===== src/rtl/multicycle_control_if.sv =====
// Instruction- and data-memory handshake bundle for the multicycle control sequencer.
interface multicycle_control_if;
  logic        instReq;
  logic        instAck;
  logic [31:0] inst;
  logic        memReq;
  logic        memAck;

  modport master (output instReq, memReq, input instAck, inst, memAck);
  modport slave  (input instReq, memReq, output instAck, inst, memAck);
endinterface


===== src/rtl/multicycle_control.sv =====
// Multicycle RV32I control sequencer: fetch/decode/exec/mem/wb with registered control bundle.
//
// state  | meaning
// FETCH  | instReq high, wait for instAck, latch instruction
// DECODE | register control bundle, trap on illegal encoding
// EXEC   | resolve branch, route to MEM or WB
// MEM    | memReq high, wait for memAck or timeout
// WB     | pcWriteEn / regsWriteEn strobe
// TRAP   | sticky illegal, all strobes low until reset
module multicycle_control #(
  parameter int IMM_W       = 32,
  parameter int MEM_TIMEOUT = 16,
  parameter int EN_UPPER    = 1
) (
  input  logic                     clk,
  input  logic                     rst_n,
  multicycle_control_if.master     bus,
  input  logic                     eq,
  input  logic                     lt,
  output logic                     dataASel,
  output logic                     dataBSel,
  output logic                     pcSel,
  output logic                     pcWriteEn,
  output logic                     regsWriteEn,
  output logic [1:0]               writeDataSel,
  output logic [3:0]               aluMode,
  output logic [3:0]               ramMode,
  output logic [IMM_W-1:0]         immOut,
  output logic                     illegal,
  output logic [2:0]               state
);

  typedef enum logic [2:0] {
    FETCH  = 3'd0,
    DECODE = 3'd1,
    EXEC   = 3'd2,
    MEM    = 3'd3,
    WB     = 3'd4,
    TRAP   = 3'd5
  } state_t;

  localparam int TW = (MEM_TIMEOUT > 1) ? $clog2(MEM_TIMEOUT) : 1;
  localparam logic [TW-1:0] TMR_LOAD = (MEM_TIMEOUT > 0) ? TW'(MEM_TIMEOUT - 1) : '0;

  state_t             state_q, state_d;
  logic [TW-1:0]      tmr_q, tmr_d;
  logic [31:0]        inst_q;
  logic               instReq_q, memReq_q, pcWriteEn_q, regsWriteEn_q, illegal_q;
  logic               asel_q, bsel_q, pcsel_q, wr_q, mem_q, br_q;
  logic [1:0]         wsel_q;
  logic [3:0]         alu_q, ram_q;
  logic [IMM_W-1:0]   imm_q;

  logic               asel_d, bsel_d, pcsel_d, wr_d, mem_d, br_d, bad_d, taken;
  logic [1:0]         wsel_d;
  logic [3:0]         alu_d, ram_d;
  logic [IMM_W-1:0]   imm_d;

  logic [6:0]         opc;
  logic [2:0]         f3;
  logic signed [11:0] i_imm, s_imm;
  logic signed [12:0] b_imm;
  logic signed [20:0] j_imm;
  logic signed [31:0] u_imm;

  assign opc   = inst_q[6:0];
  assign f3    = inst_q[14:12];
  assign i_imm = inst_q[31:20];
  assign s_imm = {inst_q[31:25], inst_q[11:7]};
  assign b_imm = {inst_q[31], inst_q[7], inst_q[30:25], inst_q[11:8], 1'b0};
  assign j_imm = {inst_q[31], inst_q[19:12], inst_q[20], inst_q[30:21], 1'b0};
  assign u_imm = {inst_q[31:12], 12'b0};

  always_comb begin
    asel_d = 1'b0;
    bsel_d = 1'b0;
    pcsel_d = 1'b0;
    wsel_d = 2'b00;
    alu_d  = 4'b0000;
    ram_d  = 4'b0000;
    imm_d  = '0;
    wr_d   = 1'b0;
    mem_d  = 1'b0;
    br_d   = 1'b0;
    bad_d  = 1'b0;
    case (opc)
      7'b0110011: begin
        alu_d = {f3, inst_q[30]};
        wr_d  = 1'b1;
      end
      7'b0010011: begin
        bsel_d = 1'b1;
        imm_d  = IMM_W'(i_imm);
        alu_d  = {f3, (f3 == 3'b101) ? inst_q[30] : 1'b0};
        wr_d   = 1'b1;
      end
      7'b0000011: begin
        bsel_d = 1'b1;
        imm_d  = IMM_W'(i_imm);
        wsel_d = 2'b01;
        ram_d  = {f3, 1'b0};
        wr_d   = 1'b1;
        mem_d  = 1'b1;
      end
      7'b0100011: begin
        bsel_d = 1'b1;
        imm_d  = IMM_W'(s_imm);
        ram_d  = {f3, 1'b1};
        mem_d  = 1'b1;
      end
      7'b1100011: begin
        asel_d = 1'b1;
        bsel_d = 1'b1;
        imm_d  = IMM_W'(b_imm);
        br_d   = 1'b1;
        bad_d  = (f3 == 3'b010) || (f3 == 3'b011);
      end
      7'b1100111: begin
        bsel_d  = 1'b1;
        imm_d   = IMM_W'(i_imm);
        pcsel_d = 1'b1;
        wsel_d  = 2'b10;
        wr_d    = 1'b1;
      end
      7'b1101111: begin
        asel_d  = 1'b1;
        bsel_d  = 1'b1;
        imm_d   = IMM_W'(j_imm);
        pcsel_d = 1'b1;
        wsel_d  = 2'b10;
        wr_d    = 1'b1;
      end
      7'b0110111: begin
        imm_d  = IMM_W'(u_imm);
        wsel_d = 2'b11;
        wr_d   = 1'b1;
        bad_d  = (EN_UPPER == 0);
      end
      7'b0010111: begin
        asel_d = 1'b1;
        bsel_d = 1'b1;
        imm_d  = IMM_W'(u_imm);
        wr_d   = 1'b1;
        bad_d  = (EN_UPPER == 0);
      end
      default: bad_d = 1'b1;
    endcase
  end

  always_comb begin
    case (f3)
      3'b000:          taken = eq;
      3'b001:          taken = ~eq;
      3'b100, 3'b110:  taken = lt;
      3'b101, 3'b111:  taken = ~lt;
      default:         taken = 1'b0;
    endcase
  end

  always_comb begin
    state_d = state_q;
    tmr_d   = tmr_q;
    case (state_q)
      FETCH:  if (instReq_q && bus.instAck) state_d = DECODE;
      DECODE: state_d = bad_d ? TRAP : EXEC;
      EXEC: begin
        state_d = mem_q ? MEM : WB;
        tmr_d   = TMR_LOAD;
      end
      MEM: begin
        // ack wins over an expiring timer in the same cycle
        if (memReq_q && bus.memAck) begin
          state_d = WB;
        end else if (MEM_TIMEOUT > 0) begin
          if (tmr_q == '0) state_d = TRAP;
          else             tmr_d   = tmr_q - 1'b1;
        end
      end
      WB:      state_d = FETCH;
      TRAP:    state_d = TRAP;
      default: state_d = FETCH;
    endcase
  end

  // Strobes are registered decodes of the next state so they are low throughout reset.
  always_ff @(posedge clk) begin
    if (!rst_n) begin
      state_q       <= FETCH;
      tmr_q         <= '0;
      inst_q        <= '0;
      instReq_q     <= 1'b0;
      memReq_q      <= 1'b0;
      pcWriteEn_q   <= 1'b0;
      regsWriteEn_q <= 1'b0;
      illegal_q     <= 1'b0;
      asel_q        <= 1'b0;
      bsel_q        <= 1'b0;
      pcsel_q       <= 1'b0;
      wr_q          <= 1'b0;
      mem_q         <= 1'b0;
      br_q          <= 1'b0;
      wsel_q        <= 2'b00;
      alu_q         <= 4'b0000;
      ram_q         <= 4'b0000;
      imm_q         <= '0;
    end else begin
      state_q       <= state_d;
      tmr_q         <= tmr_d;
      instReq_q     <= (state_d == FETCH);
      memReq_q      <= (state_d == MEM);
      pcWriteEn_q   <= (state_d == WB);
      regsWriteEn_q <= (state_d == WB) && wr_q && (inst_q[11:7] != 5'd0);
      illegal_q     <= (state_d == TRAP);
      if (state_q == FETCH && instReq_q && bus.instAck) inst_q <= bus.inst;
      if (state_q == DECODE && !bad_d) begin
        asel_q  <= asel_d;
        bsel_q  <= bsel_d;
        pcsel_q <= pcsel_d;
        wr_q    <= wr_d;
        mem_q   <= mem_d;
        br_q    <= br_d;
        wsel_q  <= wsel_d;
        alu_q   <= alu_d;
        ram_q   <= ram_d;
        imm_q   <= imm_d;
      end
      if (state_q == EXEC && br_q) pcsel_q <= taken;
    end
  end

  assign bus.instReq  = instReq_q;
  assign bus.memReq   = memReq_q;
  assign dataASel     = asel_q;
  assign dataBSel     = bsel_q;
  assign pcSel        = pcsel_q;
  assign pcWriteEn    = pcWriteEn_q;
  assign regsWriteEn  = regsWriteEn_q;
  assign writeDataSel = wsel_q;
  assign aluMode      = alu_q;
  assign ramMode      = ram_q;
  assign immOut       = imm_q;
  assign illegal      = illegal_q;
  assign state        = state_q;

endmodule

===== src/flat_wrapper.sv =====
// flat-port wrapper written by rule: the top's interface ports become plain ports
module multicycle_control_flat 
#(
  parameter int IMM_W       = 32,
  parameter int MEM_TIMEOUT = 16,
  parameter int EN_UPPER    = 1
)
  (clk, rst_n, eq, lt, dataASel, dataBSel, pcSel, pcWriteEn, regsWriteEn, writeDataSel, aluMode, ramMode, immOut, illegal, state, bus_instReq, bus_memReq, bus_instAck, bus_inst, bus_memAck);
  multicycle_control_if bus_i ();
  input  logic clk;
  input  logic rst_n;
  input  logic eq;
  input  logic lt;
  output logic dataASel;
  output logic dataBSel;
  output logic pcSel;
  output logic pcWriteEn;
  output logic regsWriteEn;
  output logic [1:0] writeDataSel;
  output logic [3:0] aluMode;
  output logic [3:0] ramMode;
  output logic [IMM_W-1:0] immOut;
  output logic illegal;
  output logic [2:0] state;
  output wire logic [$bits(bus_i.instReq)-1:0] bus_instReq;
  output wire logic [$bits(bus_i.memReq)-1:0] bus_memReq;
  input wire logic [$bits(bus_i.instAck)-1:0] bus_instAck;
  input wire logic [$bits(bus_i.inst)-1:0] bus_inst;
  input wire logic [$bits(bus_i.memAck)-1:0] bus_memAck;
  assign bus_instReq = bus_i.instReq;
  assign bus_memReq = bus_i.memReq;
  assign bus_i.instAck = bus_instAck;
  assign bus_i.inst = bus_inst;
  assign bus_i.memAck = bus_memAck;
  multicycle_control #(.IMM_W(IMM_W), .MEM_TIMEOUT(MEM_TIMEOUT), .EN_UPPER(EN_UPPER)) u_core (.clk(clk), .rst_n(rst_n), .bus(bus_i), .eq(eq), .lt(lt), .dataASel(dataASel), .dataBSel(dataBSel), .pcSel(pcSel), .pcWriteEn(pcWriteEn), .regsWriteEn(regsWriteEn), .writeDataSel(writeDataSel), .aluMode(aluMode), .ramMode(ramMode), .immOut(immOut), .illegal(illegal), .state(state));
endmodule

===== config.mk =====
export PLATFORM = sky130hd
export DESIGN_NAME = multicycle_control_flat
export DESIGN_NICKNAME = d
export VERILOG_FILES = /design/src/rtl/multicycle_control_if.sv /design/src/rtl/multicycle_control.sv /design/src/flat_wrapper.sv
export SDC_FILE = /design/constraint.sdc
export NUM_CORES = 1
export LEC_CHECK = 0
export ABC_AREA = 1
export CORE_MARGIN = 1.5
export CORE_UTILIZATION = 40
export DETAILED_ROUTE_END_ITERATION = 12
export DONT_BUFFER_PORTS = 1
export GPL_TIMING_DRIVEN = 0
export PLACE_DENSITY = 0.6
export SLEW_MARGIN = 10
export SYNTH_ARGS = -nofsm -noshare
export SYNTH_HDL_FRONTEND = slang
export SYNTH_SLANG_ARGS = --single-unit

===== constraint.sdc =====
create_clock -name clk -period 2.45 [get_ports clk]
set_input_delay 0.245 -clock clk [delete_from_list [all_inputs] [get_ports clk]]
set_output_delay 0.245 -clock clk [all_outputs]
set_load 0.02 [all_outputs]

==> reports/summary.txt, run 1 <==
========================================================================================
Result of the run ......................................................... finished, final reports clean
Number of buffers inserted by port buffering ..............................            0
Async set-reset flop share out of synthesis ...............................            0
Crit Path Category ........................................................      reg2reg
Max-capacitance violation count ...........................................            0
Count of nets after finishing .............................................          591
Count of standard-cell rows ...............................................           35
Unrepaired setup endpoints after global routing ...........................           no
Sum of net half-perimeters after detailed placement .......................      8093 um
Net Sw Frac ...............................................................       0.3264
Post-route ant nets .......................................................            0
Wire length per cell ......................................................     15.37 um
Number of placed I/O pins .................................................           91
Critical R2R Launch ....................................................... u_core.state[2]$_SDFF_PN0_
Area enclosed by the die boundary .........................................    10270 um2
Number of max-slew violations in the final report .........................            0
Post-synthesis cell type with the largest combined area ................... sky130_fd_sc_hd__dfxtp_1
Initial antenna violation count ...........................................            0
Number of sinks handled by clock tree synthesis ...........................           92
Avg Vias per Cell .........................................................        5.071
Residual DRC count ........................................................            0
Leading cell types by count after synthesis ............................... sky130_fd_sc_hd__nand2_1, sky130_fd_sc_hd__dfxtp_1, sky130_fd_sc_hd__nor2_1
Synth warnings ............................................................            0
Type of the most critical hold path .......................................       in2reg
RePlAce Congestion ........................................................       0.8957
N_diodes ..................................................................            0
Clk network pwr share .....................................................        0.319
Die Ht ....................................................................     101.4 um
Count of mapped cells out of synthesis ....................................          541
Root buf cell ............................................................. sky130_fd_sc_hd__clkbuf_8
Worst min-delay path endpoint ............................................. u_core.inst_q[15]$_SDFFE_PN0P_
Mapped Avg Cell Area ......................................................    7.153 um2
Total of flip-flops plus latches after synthesis ..........................           92
Leakage ...................................................................     1.716 nW
Final worst path period need ..............................................      1859 ps
Remaining global-route overflow ...........................................            0
Clock slew at the register clock pins of the worst setup and hold paths ...       100 ps
CP max FO .................................................................           10
Clock H-tree levels .......................................................            3
Most repeated cell in the gate-level netlist after synthesis .............. sky130_fd_sc_hd__nand2_1
Ranking of synthesized cells by area ...................................... sky130_fd_sc_hd__dfxtp_1, sky130_fd_sc_hd__nand2_1, sky130_fd_sc_hd__a21oi_1
Sequential share of power .................................................        0.524
GRT Util Overall ..........................................................       0.2139
Detailed Route WL .........................................................     10550 um
Critical Path Start Type ..................................................     register
Worst-Margin Slew .........................................................     542.8 ps
Post-detailed-placement cell area .........................................     4031 um2
Worst setup EP type .......................................................     register
Routed wire length on met3 ................................................       864 um
Cell count of the worst reg-to-reg path ...................................            5
Area growth from synthesis to layout ......................................       9.667%
Worst-Skew Late Latency ...................................................       360 ps
Power density over cell area .............................................. 817.4 nW/um2
Endpoint arrival time on the critical path ................................      2160 ps
Core footprint ............................................................     9328 um2
Die span in x .............................................................     101.4 um
Via total after detailed routing ..........................................         3479
Proportion of netlist area held by the largest area contributor ...........       0.4759
Max frequency .............................................................    537.9 MHz
Fraction of layout instances using a drive strength above 1 ...............      0.08438
Portion of the clock cycle consumed by the worst path in the final layout .       0.7588
Filler instances ..........................................................          981
Count of cells along the worst hold path ..................................            2
Capture point of the worst reg-to-reg path ................................ u_core.inst_q[31]$_SDFFE_PN0P_
Cell internal power dissipation ...........................................     2.337 mW
Final count of negative-setup-slack endpoints .............................            0
Maximum clock path buffer count ...........................................            2
Netlist Area Pre-Place ....................................................     3870 um2
Setup tns final ...........................................................         0 ps
VDD IR max ................................................................     370.9 uV
Drt initial violations ....................................................          141
Clock buffer count from CTS ...............................................            9
WL met2 ...................................................................      4750 um
Part of the Yosys area used for sequential elements .......................       0.4759
First-pass GRT wire length ................................................     16950 um
Resized Gates After CTS ...................................................            0
Net count after synthesis .................................................          580
R2R Setup Slk .............................................................       590 ps
Worst EP required .........................................................      2750 ps
Switch Pwr ................................................................     1.132 mW
Met1 Wirelength ...........................................................      4825 um
Initial Utilization .......................................................       0.4149
Max transition margin .....................................................       0.6381
Pin count of the biggest net entering global routing ......................           18
Portion of total power attributed to combinational logic ..................        0.157
Highest Signal Layer ......................................................         met4
Clock tree from TritonCTS .................................................         done
Worst setup skew after layout .............................................     16.75 ps
Via count of the first global-routing pass ................................         3369
Most used flip-flop cell after synthesis .................................. sky130_fd_sc_hd__dfxtp_1
Number of library cell types mapped by synthesis ..........................           33
Summed area of non-filler cells in the final layout .......................     4244 um2
Number of hold-slack violations in the final timing report ................            0
Drt first pass iters ......................................................            4
Post-CTS Hold Fix Bufs ....................................................            0
Post-CTS Setup Inserts ....................................................            0
Critical hold path startpoint ............................................. bus_inst[15]
Post-synth EDFFs ..........................................................            0
========================================================================================
## layout by cell type, fill, tap and decap left out, types with 7 or more instances in the layout
cell type                  count
sky130_fd_sc_hd__a21oi_1      60
sky130_fd_sc_hd__clkbuf_1     18
sky130_fd_sc_hd__clkbuf_8     10
sky130_fd_sc_hd__dfxtp_1      92
sky130_fd_sc_hd__inv_1        35
sky130_fd_sc_hd__inv_2         7
sky130_fd_sc_hd__nand2_1     147
sky130_fd_sc_hd__nand3_1      30
sky130_fd_sc_hd__nor2_1       63
sky130_fd_sc_hd__o21ai_0      44
## stage by stage
| stage | hold WS (ps) | cells | util | setup WS (ps) | total power, mW |
|---|---|---|---|---|---|
| finish | 46.61 | 686 | 0.4550 | 591.0 | 3.469 |
| detailed placement | 422.3 | 670 | 0.4322 | 602.2 | 2.399 |
| CTS | 41.60 | 686 | 0.4550 | 567.3 | 3.490 |
| floorplan | 411.7 | 541 | - | 965.1 | 2.228 |
| global placement | 415.5 | 670 | 0.4322 | 653.2 | 2.393 |
| global route | 50.88 | 686 | 0.4550 | 374.5 | 3.657 |
## critical path, stage by stage, from the launching register on
cell,delay (ps)
sky130_fd_sc_hd__dfxtp_1,550
sky130_fd_sc_hd__inv_1,130
sky130_fd_sc_hd__nand4_1,380
sky130_fd_sc_hd__clkbuf_1,430
sky130_fd_sc_hd__o21ai_0,180
sky130_fd_sc_hd__nor2_1,140
## flip-flops by register name, indices dropped and copies added, names as in the netlist, 2 cells and up
name,flops
u_core.aluMode,4
u_core.immOut,32
u_core.writeDataSel,2
u_core.state,3
u_core.inst_q,32
u_core.tmr_q,4
u_core.ramMode,4
## final cells by class
class	count	area, um2	share of cell area
well taps	129	161.4	0.03803
clock buffers	10	137.6	0.03243
multi-input cells	378	1725	0.4065
inverters	43	162.7	0.03833
plain buffers	28	140.1	0.03302
flip-flops and latches	92	1842	0.4340
clock inverters	6	75.07	0.01769
## power groups by stage
stage / registers [mW] / clock network, mW / logic, mW
after floorplan: 1.81 / 0 / 0.417
after global placement: 1.85 / 0 / 0.539
after detailed placement: 1.85 / 0 / 0.546
after CTS: 1.82 / 1.12 / 0.549
after global routing: 1.84 / 1.19 / 0.628
final: 1.82 / 1.11 / 0.545
## how the worst max path moves through the flow
| stage | startpoint | to | cells after the start |
|---|---|---|---|
| final | u_core.state[2]$_SDFF_PN0_ | u_core.inst_q[31]$_SDFFE_PN0P_ | 5 |
| after global routing | u_core.state[0]$_SDFF_PN0_ | u_core.inst_q[31]$_SDFFE_PN0P_ | 6 |
| after CTS | u_core.state[2]$_SDFF_PN0_ | u_core.inst_q[31]$_SDFFE_PN0P_ | 6 |
| after detailed placement | u_core.state[0]$_SDFF_PN0_ | u_core.inst_q[31]$_SDFFE_PN0P_ | 6 |
| after global placement | u_core.state[0]$_SDFF_PN0_ | u_core.inst_q[21]$_SDFFE_PN0P_ | 6 |
| after floorplan | u_core.state[0]$_SDFF_PN0_ | u_core.ramMode[1]$_SDFFE_PN0P_ | 7 |
## cell families after synthesis
logic type               after synthesis  share of synthesized area
XOR/XNOR                               2                   0.004527
AND/OR/NAND/NOR                      258                     0.2777
flip-flops                            92                     0.4759
AO/OA/AOI/OAI                        117                     0.1604
adder cells (fa/ha/maj)                1                   0.003233
buffers and inverters                 71                    0.07824
## layer usage
layer / global-route usage / vias up
met3: 0.05245 / 8
li1: - / 1763
met2: 0.3459 / 101
met4: 0.08333 / 0
met1: 0.2757 / 1607
met5: 0 / -
(Power assumes the default switching activity.)
==> inputs of run 2 (changes only) <==
PLACE_DENSITY = 0.62   (was 0.6)
clock period = 1.6 ns   (was 2.45 ns; I/O delays follow)
==> run 2 against run 1 <==
- the flow now finishes with violations (setup timing)
- first-iteration DRC count grew 9.2%
- cell area grew 15%
- clock-buffer cell count unchanged
- critical path type unchanged
- register-to-register slack got worse by 640 ps
- combinational power up 91%
- largest power group unchanged
- final cell count is 6.7% higher
- maximum frequency grew 13%
- via count up 5.9%
- sequential cell count unchanged
- core utilization increased by 6.7 points
- clock skew shrank 3.1 ps
==> reports/summary.txt, run 2 (synthesized netlist as in run 1, its figures left out) <==
========================================================================================
Result of the run ......................................................... finished, violations left
Sum of net half-perimeters after detailed placement .......................      8050 um   -0.53%
Number of placed I/O pins .................................................           91   unchanged
Drt first pass iters ......................................................            4   unchanged
Count of cells along the worst hold path ..................................            2   unchanged
Count of nets after finishing .............................................          637   +7.8%
GRT Util Overall ..........................................................       0.2205   +0.006644
Critical path's slowest cell .............................................. sky130_fd_sc_hd__dfxtp_2
CP max FO .................................................................            8   -2
Post-route ant nets .......................................................            0   unchanged
Capture point of the worst reg-to-reg path ................................ u_core.mem_q$_SDFFE_PN0P_
Max transition margin .....................................................       0.6296   -0.008508
N_diodes ..................................................................            0   unchanged
Critical Path Start Type ..................................................     register
Crit Path Category ........................................................      reg2reg
Die Ht ....................................................................     101.4 um   unchanged
Avg Vias per Cell .........................................................        5.034   -0.74%
Die span in x .............................................................     101.4 um   unchanged
Unrepaired setup endpoints after global routing ...........................          yes
RePlAce Congestion ........................................................       0.8892   -0.73%
Wire length per cell ......................................................     14.98 um   -2.6%
Critical R2R Launch ....................................................... u_core.inst_q[2]$_SDFFE_PN0P_
Number of hold-slack violations in the final timing report ................            0   unchanged
Overall power consumption .................................................     5.522 mW   +59%
Post-detailed-placement cell area .........................................     4031 um2   unchanged
Remaining global-route overflow ...........................................            0   unchanged
First-pass GRT wire length ................................................     17370 um   +2.5%
Summed area of non-filler cells in the final layout .......................     4872 um2   +15%
Worst-Margin Slew .........................................................     555.6 ps   +12.76 ps
Final count of negative-setup-slack endpoints .............................            8   +8
Via count of the first global-routing pass ................................         3506   +4.1%
Max incr delay on CP ......................................................       360 ps   -190 ps
Max-capacitance violation count ...........................................            0   unchanged
Core footprint ............................................................     9328 um2   unchanged
Portion of the clock cycle consumed by the worst path in the final layout .        1.030   +0.2716
Max frequency .............................................................    606.6 MHz   +13%
Cells traversed along the worst timing path ............................... inv_4 > buf_4 > nor2_4 > nand2_4 > nand3_4 > nand3_4 > buf_8 > a21oi_4 > buf_4 > o21a_1
Setup tns final ...........................................................    -145.5 ps   -145.5 ps
Clock buffer count from CTS ...............................................            9   unchanged
R2R Setup Slk .............................................................       -50 ps   -640 ps
Worst EP required .........................................................      1900 ps   -850 ps
Residual DRC count ........................................................            0   unchanged
Maximum clock path buffer count ...........................................            2   unchanged
Type of the most critical hold path .......................................       in2reg
Top library cells by usage in the layout, fill and taps aside ............. sky130_fd_sc_hd__nand2_1, sky130_fd_sc_hd__dfxtp_1, sky130_fd_sc_hd__nor2_1, sky130_fd_sc_hd__a21oi_1, sky130_fd_sc_hd__o21ai_0
Violations in the final reports ........................................... setup timing
Number of non-filler instances in the completed layout ....................          732   +6.7%
Drt initial violations ....................................................          154   +9.2%
Count of standard-cell rows ...............................................           35   unchanged
Final worst path period need ..............................................      1649 ps   -210.5 ps
Root buf cell ............................................................. sky130_fd_sc_hd__clkbuf_8
Worst-Skew Late Latency ...................................................       360 ps   about the same
Number of cells after detailed placement ..................................          670   unchanged
Pin count of the biggest net entering global routing ......................           17   -1
Fraction of layout instances using a drive strength above 1 ...............       0.1973   +0.1130
Area enclosed by the die boundary .........................................    10270 um2   unchanged
Critical path buffers and inverters .......................................            4   +2
Via total after detailed routing ..........................................         3685   +5.9%
Detailed Route WL .........................................................     10970 um   +4.0%
Worst setup skew after layout .............................................     13.65 ps   -3.102 ps
Initial Utilization .......................................................       0.4149   unchanged
Most common cell after layout, fill and taps aside ........................ sky130_fd_sc_hd__nand2_1
Setup Slack @ Placement ...................................................    -169.5 ps   -771.7 ps
Clock H-tree levels .......................................................            3   unchanged
Worst setup EP type .......................................................     register
Endpoint arrival time on the critical path ................................      1950 ps   -210 ps
Worst min-delay path endpoint ............................................. u_core.inst_q[11]$_SDFFE_PN0P_
Number of buffers inserted by port buffering ..............................            0   unchanged
Clock tree from TritonCTS .................................................         done
Clock slew at the register clock pins of the worst setup and hold paths ...        90 ps   about the same
Critical hold path startpoint ............................................. bus_inst[11]
Power density over cell area ..............................................  1133 nW/um2   +39%
Area growth from synthesis to layout ......................................       25.90%
Number of sinks handled by clock tree synthesis ...........................           92   unchanged
Cell count of the worst reg-to-reg path ...................................           10   +5
Leakage ...................................................................     2.040 nW   +19%
Post-route worst setup slack ..............................................    -48.54 ps   -639.5 ps
Initial antenna violation count ...........................................            0   unchanged
Number of max-slew violations in the final report .........................            0   unchanged
Launch point of the critical path ......................................... u_core.inst_q[2]$_SDFFE_PN0P_
Filler instances ..........................................................          909   -7.3%
VDD IR max ................................................................     541.7 uV   +46%
Category of cells accounting for the largest share of critical-path delay . buffers and inverters
========================================================================================
run 2: cell type report:
cell class              count  area [um2]  share of cell area
flip-flops and latches     92        1861              0.3819
plain buffers              27       177.7             0.03647
multi-input cells         378        1879              0.3857
repair buffers             47       411.6             0.08449
inverters                  43       171.4             0.03518
well taps                 129       161.4             0.03313
clock buffers              10       137.6             0.02825
clock inverters             6       72.57             0.01489
run 2: worst max path at each step:
| stage | slack [ps] | end | cells past startpoint |
|---|---|---|---|
| after floorplan | 120 | u_core.ramMode[1]$_SDFFE_PN0P_ | 7 |
| after global placement | -180 | u_core.inst_q[22]$_SDFFE_PN0P_ | 6 |
| after detailed placement | -170 | u_core.inst_q[31]$_SDFFE_PN0P_ | 6 |
| after CTS | -2 | u_core.ramMode[2]$_SDFFE_PN0P_ | 10 |
| after global routing | -150 | u_core.immOut[3]$_SDFFE_PN0P_ | 10 |
| final | -50 | u_core.mem_q$_SDFFE_PN0P_ | 10 |
run 2: per-layer routing:
metal  global-route usage  vias up  part of all wire  wire length [um]
met5                    0        -                 0                 0
met4              0.07799        0             0.015               164
met3              0.06349       15             0.082               902
met2               0.3474      119              0.44              4877
met1               0.2893     1694              0.46              5022
li1                     -     1857                 -                 -
run 2: where the power goes:
| group | internal [mW] | total (mW) | switching (mW) | leakage [nW] |
|---|---|---|---|---|
| combinational | 0.394 | 1.04 | 0.647 | 1.19 |
| sequential | 2.56 | 2.85 | 0.294 | 0.751 |
| clock | 0.779 | 1.63 | 0.849 | 0.103 |
| total | 3.73 | 5.52 | 1.79 | 2.04 |
run 2: through the flow:
step	hold slack (ps)	util
after detailed placement	336.1	0.4322
final	4.823	0.5223
after global placement	330.8	0.4322
after floorplan	326.7	-
after CTS	2.451	0.5011
after global routing	21.47	0.5223
run 2: repair_timing:
action	4_1_cts	5_1_grt
pin swaps	9	12
buffers inserted	15	8
resized for setup	34	51
hold endpoints to repair	23	0
setup endpoints to repair	83	54
hold buffers	23	0
cloned	0	1
